$ cat config.mk
export PLATFORM = sky130hd
export DESIGN_NAME = rsa_stream_ctrl
export DESIGN_NICKNAME = d
export VERILOG_FILES = /design/src/rtl/rsa_ctrl_pkg.sv /design/src/rtl/rsa_byte_shifter.sv /design/src/rtl/rsa_stream_ctrl.sv
export SDC_FILE = /design/constraint.sdc
export NUM_CORES = 2
export LEC_CHECK = 0
export ABC_AREA = 0
export CAP_MARGIN = 20
export CORE_AREA = 2 2 415 417
export DETAILED_ROUTE_END_ITERATION = 10
export DIE_AREA = 0 0 417 419
export SYNTH_ARGS = -nofsm -noshare
export SYNTH_HDL_FRONTEND = slang
export SYNTH_SLANG_ARGS = --single-unit
$ cat constraint.sdc
create_clock -name i_clk -period 2.4 [get_ports i_clk]
set_input_delay 0.6 -clock i_clk [delete_from_list [all_inputs] [get_ports i_clk]]
set_output_delay 0.6 -clock i_clk [all_outputs]
set_load 0.1 [all_outputs]
$ cat src/rtl/rsa_ctrl_pkg.sv
// Shared types and widths for the RSA byte-stream controller.
package rsa_ctrl_pkg;

  localparam int WORD_W = 256;
  localparam int BYTE_W = 8;

  typedef enum logic [2:0] {
    S_GET_N = 3'd0,
    S_GET_D = 3'd1,
    S_GET_A = 3'd2,
    S_START = 3'd3,
    S_WAIT  = 3'd4,
    S_SEND  = 3'd5
  } state_t;

  function automatic state_t next_rx_state(input state_t s);
    case (s)
      S_GET_N: return S_GET_D;
      S_GET_D: return S_GET_A;
      default: return S_START;
    endcase
  endfunction

endpackage

$ cat src/rtl/rsa_byte_shifter.sv
// Byte-wide shift register: parallel load, shift a byte in at the LSB end,
// or shift out towards the MSB end with zero fill.
module rsa_byte_shifter
  import rsa_ctrl_pkg::*;
#(
  parameter int W = WORD_W
) (
  input  logic              clk_i,
  input  logic              rst_i,
  input  logic              load_i,
  input  logic [W-1:0]      load_data_i,
  input  logic              shift_in_i,
  input  logic              shift_out_i,
  input  logic [BYTE_W-1:0] byte_i,
  output logic [W-1:0]      data_o
);

  logic [W-1:0] data_q;
  logic [W-1:0] data_d;

  // Next value: load has priority over either shift direction.
  always_comb begin
    data_d = data_q;
    if (load_i) begin
      data_d = load_data_i;
    end else if (shift_in_i) begin
      data_d = {data_q[W-BYTE_W-1:0], byte_i};
    end else if (shift_out_i) begin
      data_d = {data_q[W-BYTE_W-1:0], {BYTE_W{1'b0}}};
    end else begin
      data_d = data_q;
    end
  end

  // Storage with synchronous clear.
  always_ff @(posedge clk_i) begin
    if (rst_i) begin
      data_q <= {W{1'b0}};
    end else begin
      data_q <= data_d;
    end
  end

  assign data_o = data_q;

endmodule

$ cat src/rtl/rsa_stream_ctrl.sv
// Sequences one RSA core: assembles N/D/A from an rx byte stream, starts the
// core per block and streams the low result bytes back out MSB-first.
module rsa_stream_ctrl
  import rsa_ctrl_pkg::*;
#(
  parameter int BYTES_IN  = 32,
  parameter int BYTES_OUT = 31
) (
  input  logic              i_clk,
  input  logic              i_rst,
  input  logic [BYTE_W-1:0] i_rx_data,
  input  logic              i_rx_valid,
  output logic              o_rx_ready,
  input  logic              i_rekey,
  output logic [BYTE_W-1:0] o_tx_data,
  output logic              o_tx_valid,
  input  logic              i_tx_ready,
  output logic              o_core_start,
  output logic [WORD_W-1:0] o_core_n,
  output logic [WORD_W-1:0] o_core_d,
  output logic [WORD_W-1:0] o_core_a,
  input  logic [WORD_W-1:0] i_core_a_pow_d,
  input  logic              i_core_finished,
  output logic              o_busy
);

  localparam int         TX_W     = BYTE_W * BYTES_OUT;
  localparam logic [5:0] IN_LAST  = 6'(BYTES_IN - 1);
  localparam logic [5:0] OUT_LAST = 6'(BYTES_OUT - 1);

  state_t          state_q;
  logic [5:0]      cnt_q;
  logic [TX_W-1:0] tx_q;
  logic            in_get_s;
  logic            rekey_s;
  logic            rx_fire_s;
  logic            tx_fire_s;
  logic            tx_load_s;
  logic            unused_s;

  assign in_get_s   = (state_q == S_GET_N) || (state_q == S_GET_D) || (state_q == S_GET_A);
  // A rekey is only honoured between blocks, and that cycle takes no byte.
  assign rekey_s    = (state_q == S_GET_A) && (cnt_q == 6'd0) && i_rekey;
  assign o_rx_ready = in_get_s && !rekey_s && !i_rst;
  assign rx_fire_s  = i_rx_valid && o_rx_ready;

  assign o_tx_valid   = (state_q == S_SEND);
  assign tx_fire_s    = o_tx_valid && i_tx_ready;
  assign tx_load_s    = (state_q == S_WAIT) && i_core_finished;
  assign o_core_start = (state_q == S_START);
  assign o_busy       = (state_q == S_START) || (state_q == S_WAIT) || (state_q == S_SEND);
  assign o_tx_data    = tx_q[TX_W-1 -: BYTE_W];
  assign unused_s     = ^i_core_a_pow_d[WORD_W-1:TX_W];

  // Block sequencing and the shared rx/tx byte counter.
  always_ff @(posedge i_clk) begin
    if (i_rst) begin
      state_q <= S_GET_N;
      cnt_q   <= 6'd0;
    end else begin
      case (state_q)
        S_GET_N, S_GET_D, S_GET_A: begin
          if (rekey_s) begin
            state_q <= S_GET_N;
            cnt_q   <= 6'd0;
          end else if (rx_fire_s) begin
            if (cnt_q == IN_LAST) begin
              cnt_q   <= 6'd0;
              state_q <= next_rx_state(state_q);
            end else begin
              cnt_q <= cnt_q + 6'd1;
            end
          end
        end
        S_START: state_q <= S_WAIT;
        S_WAIT: begin
          if (i_core_finished) begin
            state_q <= S_SEND;
          end
        end
        S_SEND: begin
          if (tx_fire_s) begin
            if (cnt_q == OUT_LAST) begin
              cnt_q   <= 6'd0;
              state_q <= S_GET_A;
            end else begin
              cnt_q <= cnt_q + 6'd1;
            end
          end
        end
        default: begin
          state_q <= S_GET_N;
          cnt_q   <= 6'd0;
        end
      endcase
    end
  end

  rsa_byte_shifter #(.W(WORD_W)) u_rx_n (
    .clk_i(i_clk), .rst_i(i_rst), .load_i(1'b0), .load_data_i({WORD_W{1'b0}}),
    .shift_in_i(rx_fire_s && (state_q == S_GET_N)), .shift_out_i(1'b0),
    .byte_i(i_rx_data), .data_o(o_core_n)
  );

  rsa_byte_shifter #(.W(WORD_W)) u_rx_d (
    .clk_i(i_clk), .rst_i(i_rst), .load_i(1'b0), .load_data_i({WORD_W{1'b0}}),
    .shift_in_i(rx_fire_s && (state_q == S_GET_D)), .shift_out_i(1'b0),
    .byte_i(i_rx_data), .data_o(o_core_d)
  );

  rsa_byte_shifter #(.W(WORD_W)) u_rx_a (
    .clk_i(i_clk), .rst_i(i_rst), .load_i(1'b0), .load_data_i({WORD_W{1'b0}}),
    .shift_in_i(rx_fire_s && (state_q == S_GET_A)), .shift_out_i(1'b0),
    .byte_i(i_rx_data), .data_o(o_core_a)
  );

  rsa_byte_shifter #(.W(TX_W)) u_tx (
    .clk_i(i_clk), .rst_i(i_rst), .load_i(tx_load_s), .load_data_i(i_core_a_pow_d[TX_W-1:0]),
    .shift_in_i(1'b0), .shift_out_i(tx_fire_s),
    .byte_i({BYTE_W{1'b0}}), .data_o(tx_q)
  );

endmodule

Yosys cells after proc, flatten, opt, wreduce, memory -nomap -nowiden
Index checks and enable logic that the tools add are counted.
- register bits: 1025
- output and inout bits: 780
- bits in read-only memories: 0
- input bits: 270
- bits in latches: 0
- memories kept: 0
- memory bits (writable): 0
- bitwise logic cells: 1
- equality and inequality tests: 12
- $mul: 0
- add/sub/neg operators: 1
- $lt $le $gt $ge: 0
- multiplexer cells: 16
- shifts and indexed selects: 0
- divide/modulo/power cells: 0
- reduce and logical (&&, ||, !) cells: 23
- operators by type and width (cell ; number):
    $mux 248 ; 2
    $mux 6 ; 5
    $mux 3 ; 6
    $pmux 6 s3 ; 1
    $eq 6x5->1 const B ; 2
    $pmux 3 s4 ; 1
    $logic_and 1x1->1 ; 10
    $add 6x1->6 const B ; 1
    $eq 3x2->1 const B ; 2
    $eq 3x3->1 const B ; 2
    $logic_not 6->1 ; 1
    $ne 3x3->1 const B ; 2
    $reduce_and 5->1 ; 1
    $logic_or 1x1->1 ; 4
    $ne 2x1->1 const B ; 2
    $pmux 2 s2 ; 1
    $eq 3x1->1 const B ; 1
    $logic_not 3->1 ; 1
    $reduce_and 3->1 ; 1
    $reduce_or 3->1 ; 1
    $logic_not 1->1 ; 2
    $ne 2x2->1 const B ; 1
    $reduce_bool 2->1 ; 1
    $reduce_or 2->1 ; 1
    $not 1->1 ; 1

Logic depth before layout (Yosys ltp)
- depth in word-level cells: 10
- depth in mapped cells: 10

Hierarchy
Synthesis repeated with hierarchy kept, for this count alone.
- cell total of the unflattened synthesis: 4882
- area total of the unflattened synthesis: 52830.7 um^2
- modules (own cells, without submodules) (module ; times used ; area an instance (um^2) ; cells an instance):
    rsa_byte_shifter (u_rx_a ...) ; 3 ; 13128.8 ; 1206
    rsa_byte_shifter (u_tx) ; 1 ; 12747.2 ; 1170
    rsa_stream_ctrl ; 1 ; 696.9 ; 94

Worst setup path before layout
Ideal clock, no wire load.
- path kind: input -> output
- from: input port i_rst
- to: output port o_rx_ready
- data required time: 1800 ps
- setup slack: -1471 ps
- stages: 4
- data arrival time: 3271 ps
- path buffers: 3
- cell sequence: clkbuf_1 -> clkbuf_1 -> clkbuf_1 -> nor3_1
- cells in the longest elaborated chain, start to end: 2
- ends and longest elaborated chain (item ; RTL line ; RTL):
    start, declared ; rsa_stream_ctrl.sv:10 ; input logic i_rst,
    $logic_not 1->1 ; rsa_stream_ctrl.sv:44 ; assign o_rx_ready = in_get_s && !rekey_s && !i_rst;
    $logic_and 1x1->1 ; rsa_stream_ctrl.sv:44 ;
    end, declared ; rsa_stream_ctrl.sv:13 ; output logic o_rx_ready,
No other way between the ends.

Worst setup path after layout
- from: register cnt_q[5]
- to: output port o_rx_ready
- cells in the longest elaborated chain, start to end: 6
- ends and longest elaborated chain (item ; RTL line ; RTL):
    start, declared ; rsa_stream_ctrl.sv:32 ; logic [5:0] cnt_q;
    start signal, assigned ; rsa_stream_ctrl.sv:71 ; cnt_q <= cnt_q + 6'd1;
    start signal, assigned ; rsa_stream_ctrl.sv:87 ; cnt_q <= cnt_q + 6'd1;
    $logic_not 6->1 ; rsa_stream_ctrl.sv:43 ; assign rekey_s = (state_q == S_GET_A) && (cnt_q == 6'd0) && i_rekey;
    $logic_and 1x1->1 (2 in series) ; rsa_stream_ctrl.sv:43 ;
    $logic_not 1->1 ; rsa_stream_ctrl.sv:44 ;
    $logic_and 1x1->1 (2 in series) ; rsa_stream_ctrl.sv:44 ;
No other way between the ends.

==> flow_summary.ini <==
[job]
cap_viol_max_count = 0

[drt]
post_drt_wl_per_cell_um = 19.75
drt-vias-per-instance = 4.482
drcViolationCount = 0
drtPass1Iterations = 7
routed_wl_mm = 155.1
ant_nets = 0
drtIter0Drc = 2396
vias = 35180

[yosys]
ys_ff_latch = 1025
ys_warn_count = 0
syn_avg_cell_area_um2 = 8.255
synth_top_area_share = 0.5480
netlist_area_um2 = 37440
synth_top_area_cell = dfxtp_1
synth_seq_area_share = 0.5480
synth_edf_count = 0
synthFlopType = dfxtp_1
synthDistinctLibCells = 37
syn_inst = 4536
synth-async-reset-ratio = 0
synth_nets = 4809
synth_area_leaders = dfxtp_1 (55%), nand2_1 (16%), a21oi_1 (10%), mux2i_1 (6.4%), a211oi_1 (4.8%)

[hold_path]
whs_path_depth = 3
min_from = i_rst
holdCritPathClass = in2reg
hold_end = state_q[1]

[clock_network]
cts-root-buf = clkbuf_16
h-tree-depth = 3
clkTransAtPathRegs_ns = 0.06
numClockSinks = 1025
clockBufferDepth = 3
cts_tree = built
cts_made_buffers = 112
clk_latency_ns = 0.74

[floorplan]
io_pins = 1050
die_h_um = 419
num_rows = 152
core_area_um2 = 170600
fp.dieW_um = 417
dieArea_um2 = 174700
initial_utilization = 0.2195

[critical_path]
ff2ff_path_depth = 9
crit_arrival_ns = 2.10
r2r_start = cnt_q[0]
criticalPathCategory = reg2out
worstPathRequired_ns = 1.80
r2r-end = u_rx_a.data_o[170]
cp-start-kind = flip-flop
reg2reg_slack_ns = 0.21
cp-end-kind = output port
critPathMaxFanout = 4

[sta]
setup_violations = 1
fin_ws_ns = -0.2992
max_freq_ghz = 0.3705
period_needed_ns = 2.699
final_hold_viol_count = 0
rsz0062_at_grt = yes
finalCritPeriodShare = 1.125
worst_slew_pin_slew_ns = 0.9735
maxSlewViolCount = 0
fin_skew_ns = 0.02675
hold_slack_ns = 0.3389
relSlewSlack = 0.3510
fin_setup_tns_ns = -0.2992

[final_layout]
final_cell_mix = nand2_1 (1557), dfxtp_1 (1017), buf_4 (907)
drive_gt1_frac = 0.2129
layout.nets = 5788
syn_to_final_growth_pct = 43.10
fin_area_um2 = 53580
final_common_cell = nand2_1
fill_cells = 17940

[placement]
placed_cell_area_um2 = 49550
hpwl_mm = 117.5
place.gp.congestion = 0.9251
io_buffers = 1041
pre_cts_ws_ns = -0.2634

[global_routing]
grt_use_total = 0.1668
grt_max_degree = 176
antenna_found_initial = 8
use_met3 = 0.04116
grt_pass1_vias = 32890
grt_pass1_wl_mm = 220.3
globalRoute.busiestLayer = met2
overflow = 0
gr-usage-met1 = 0.2019
gr-usage-met2 = 0.2838

[status]
violations = negative setup slack
status = finished, violations left

[power]
finalPower_mw = 36.39
pwr_density_cell_nw_per_um2 = 679.1
p_leak_nw = 21.45
peakVddDrop_uv = 569.5
flip-flops by register name, summed over array words and instances (netlist names):
signal         cells
u_rx_a.data_o    256
u_rx_d.data_o    256
u_rx_n.data_o    256
u_tx.data_o      248
cnt_q              6
state_q            3
kinds of logic after synthesis:
logic type,after synthesis,synth area share
fa+ha+maj,3,0.001003
compound gates,1043,0.1569
simple gates,1842,0.1874
flops,1025,0.5480
mux,240,0.06416
buf+inv,383,0.04261
timing repair:
action | CTS | global route
pin swaps | 4 | 4
resized for setup | 15 | 11
hold buffers | 0 | 0
endpoints found under the setup margin | 4 | 4
setup buffers | 4 | 3
how the worst max path moves through the flow:
stage	cells after the start	start	slack, ns	endpoint
2_1_floorplan	4	i_rst	-0.04	o_rx_ready
3_3_place_gp	8	i_rekey	-0.26	u_rx_a.data_o[156]
3_5_place_dp	8	i_rekey	-0.26	u_rx_a.data_o[170]
4_1_cts	4	cnt_q[2]	-0.40	o_rx_ready
5_1_grt	4	cnt_q[5]	-0.41	o_rx_ready
6_report	4	cnt_q[5]	-0.30	o_rx_ready
final cells by class:
cell class	count	area (um^2)	share of cell area
inverter	7	26.28	0.0004904
multi-input combinational	3128	15440	0.2882
clock buffer	181	3495	0.06522
sequential	1025	20540	0.3833
timing repair buffer	1241	10870	0.2029
antenna	4	10.01	0.0001868
tap	2233	2794	0.05214
clock inverter	30	406.6	0.007589
per-layer routing:
metal,part of all wire,vias to the layer above
li1,-,17070
met4,0.038,0
met3,0.064,268
met5,0,-
met2,0.49,988
met1,0.41,16860
report_power, final:
part           internal [mW]  switching [mW]
combinational          0.518           0.711
clock                   10.7            7.42
sequential              17.0          0.0128
total                   28.2            8.15
cell usage after synthesis (all sizes together) (2+ instances only):
cell and n:
a211oi 240, a21oi 781, a31oi 5, and2 2, buf 133, clkbuf 243, dfxtp 1025, ha 3
inv 7, mux2i 240, nand2 1561, nand2b 3, nand3 16, nand3b 2, nor2 245, nor2b 2
nor3 2, o211ai 2, o21ai 7, o2bb2ai 2, or4 4
stage by stage:
| stage | std cells | util |
|---|---|---|
| after detailed placement | 7628 | 0.2905 |
| after global routing | 7849 | 0.3141 |
| final | 7849 | 0.3141 |
| after floorplan | 4536 | - |
| after CTS | 7842 | 0.3137 |
| after global placement | 7628 | 0.2905 |
critical path, cell delays in order (launching register included):
cell	delay, ns
dfxtp_2	0.34
or4_4	0.57
o21ai_4	0.21
nor3_4	0.07
buf_12	0.16
Note: power is estimated with default switching activity, not from simulation.
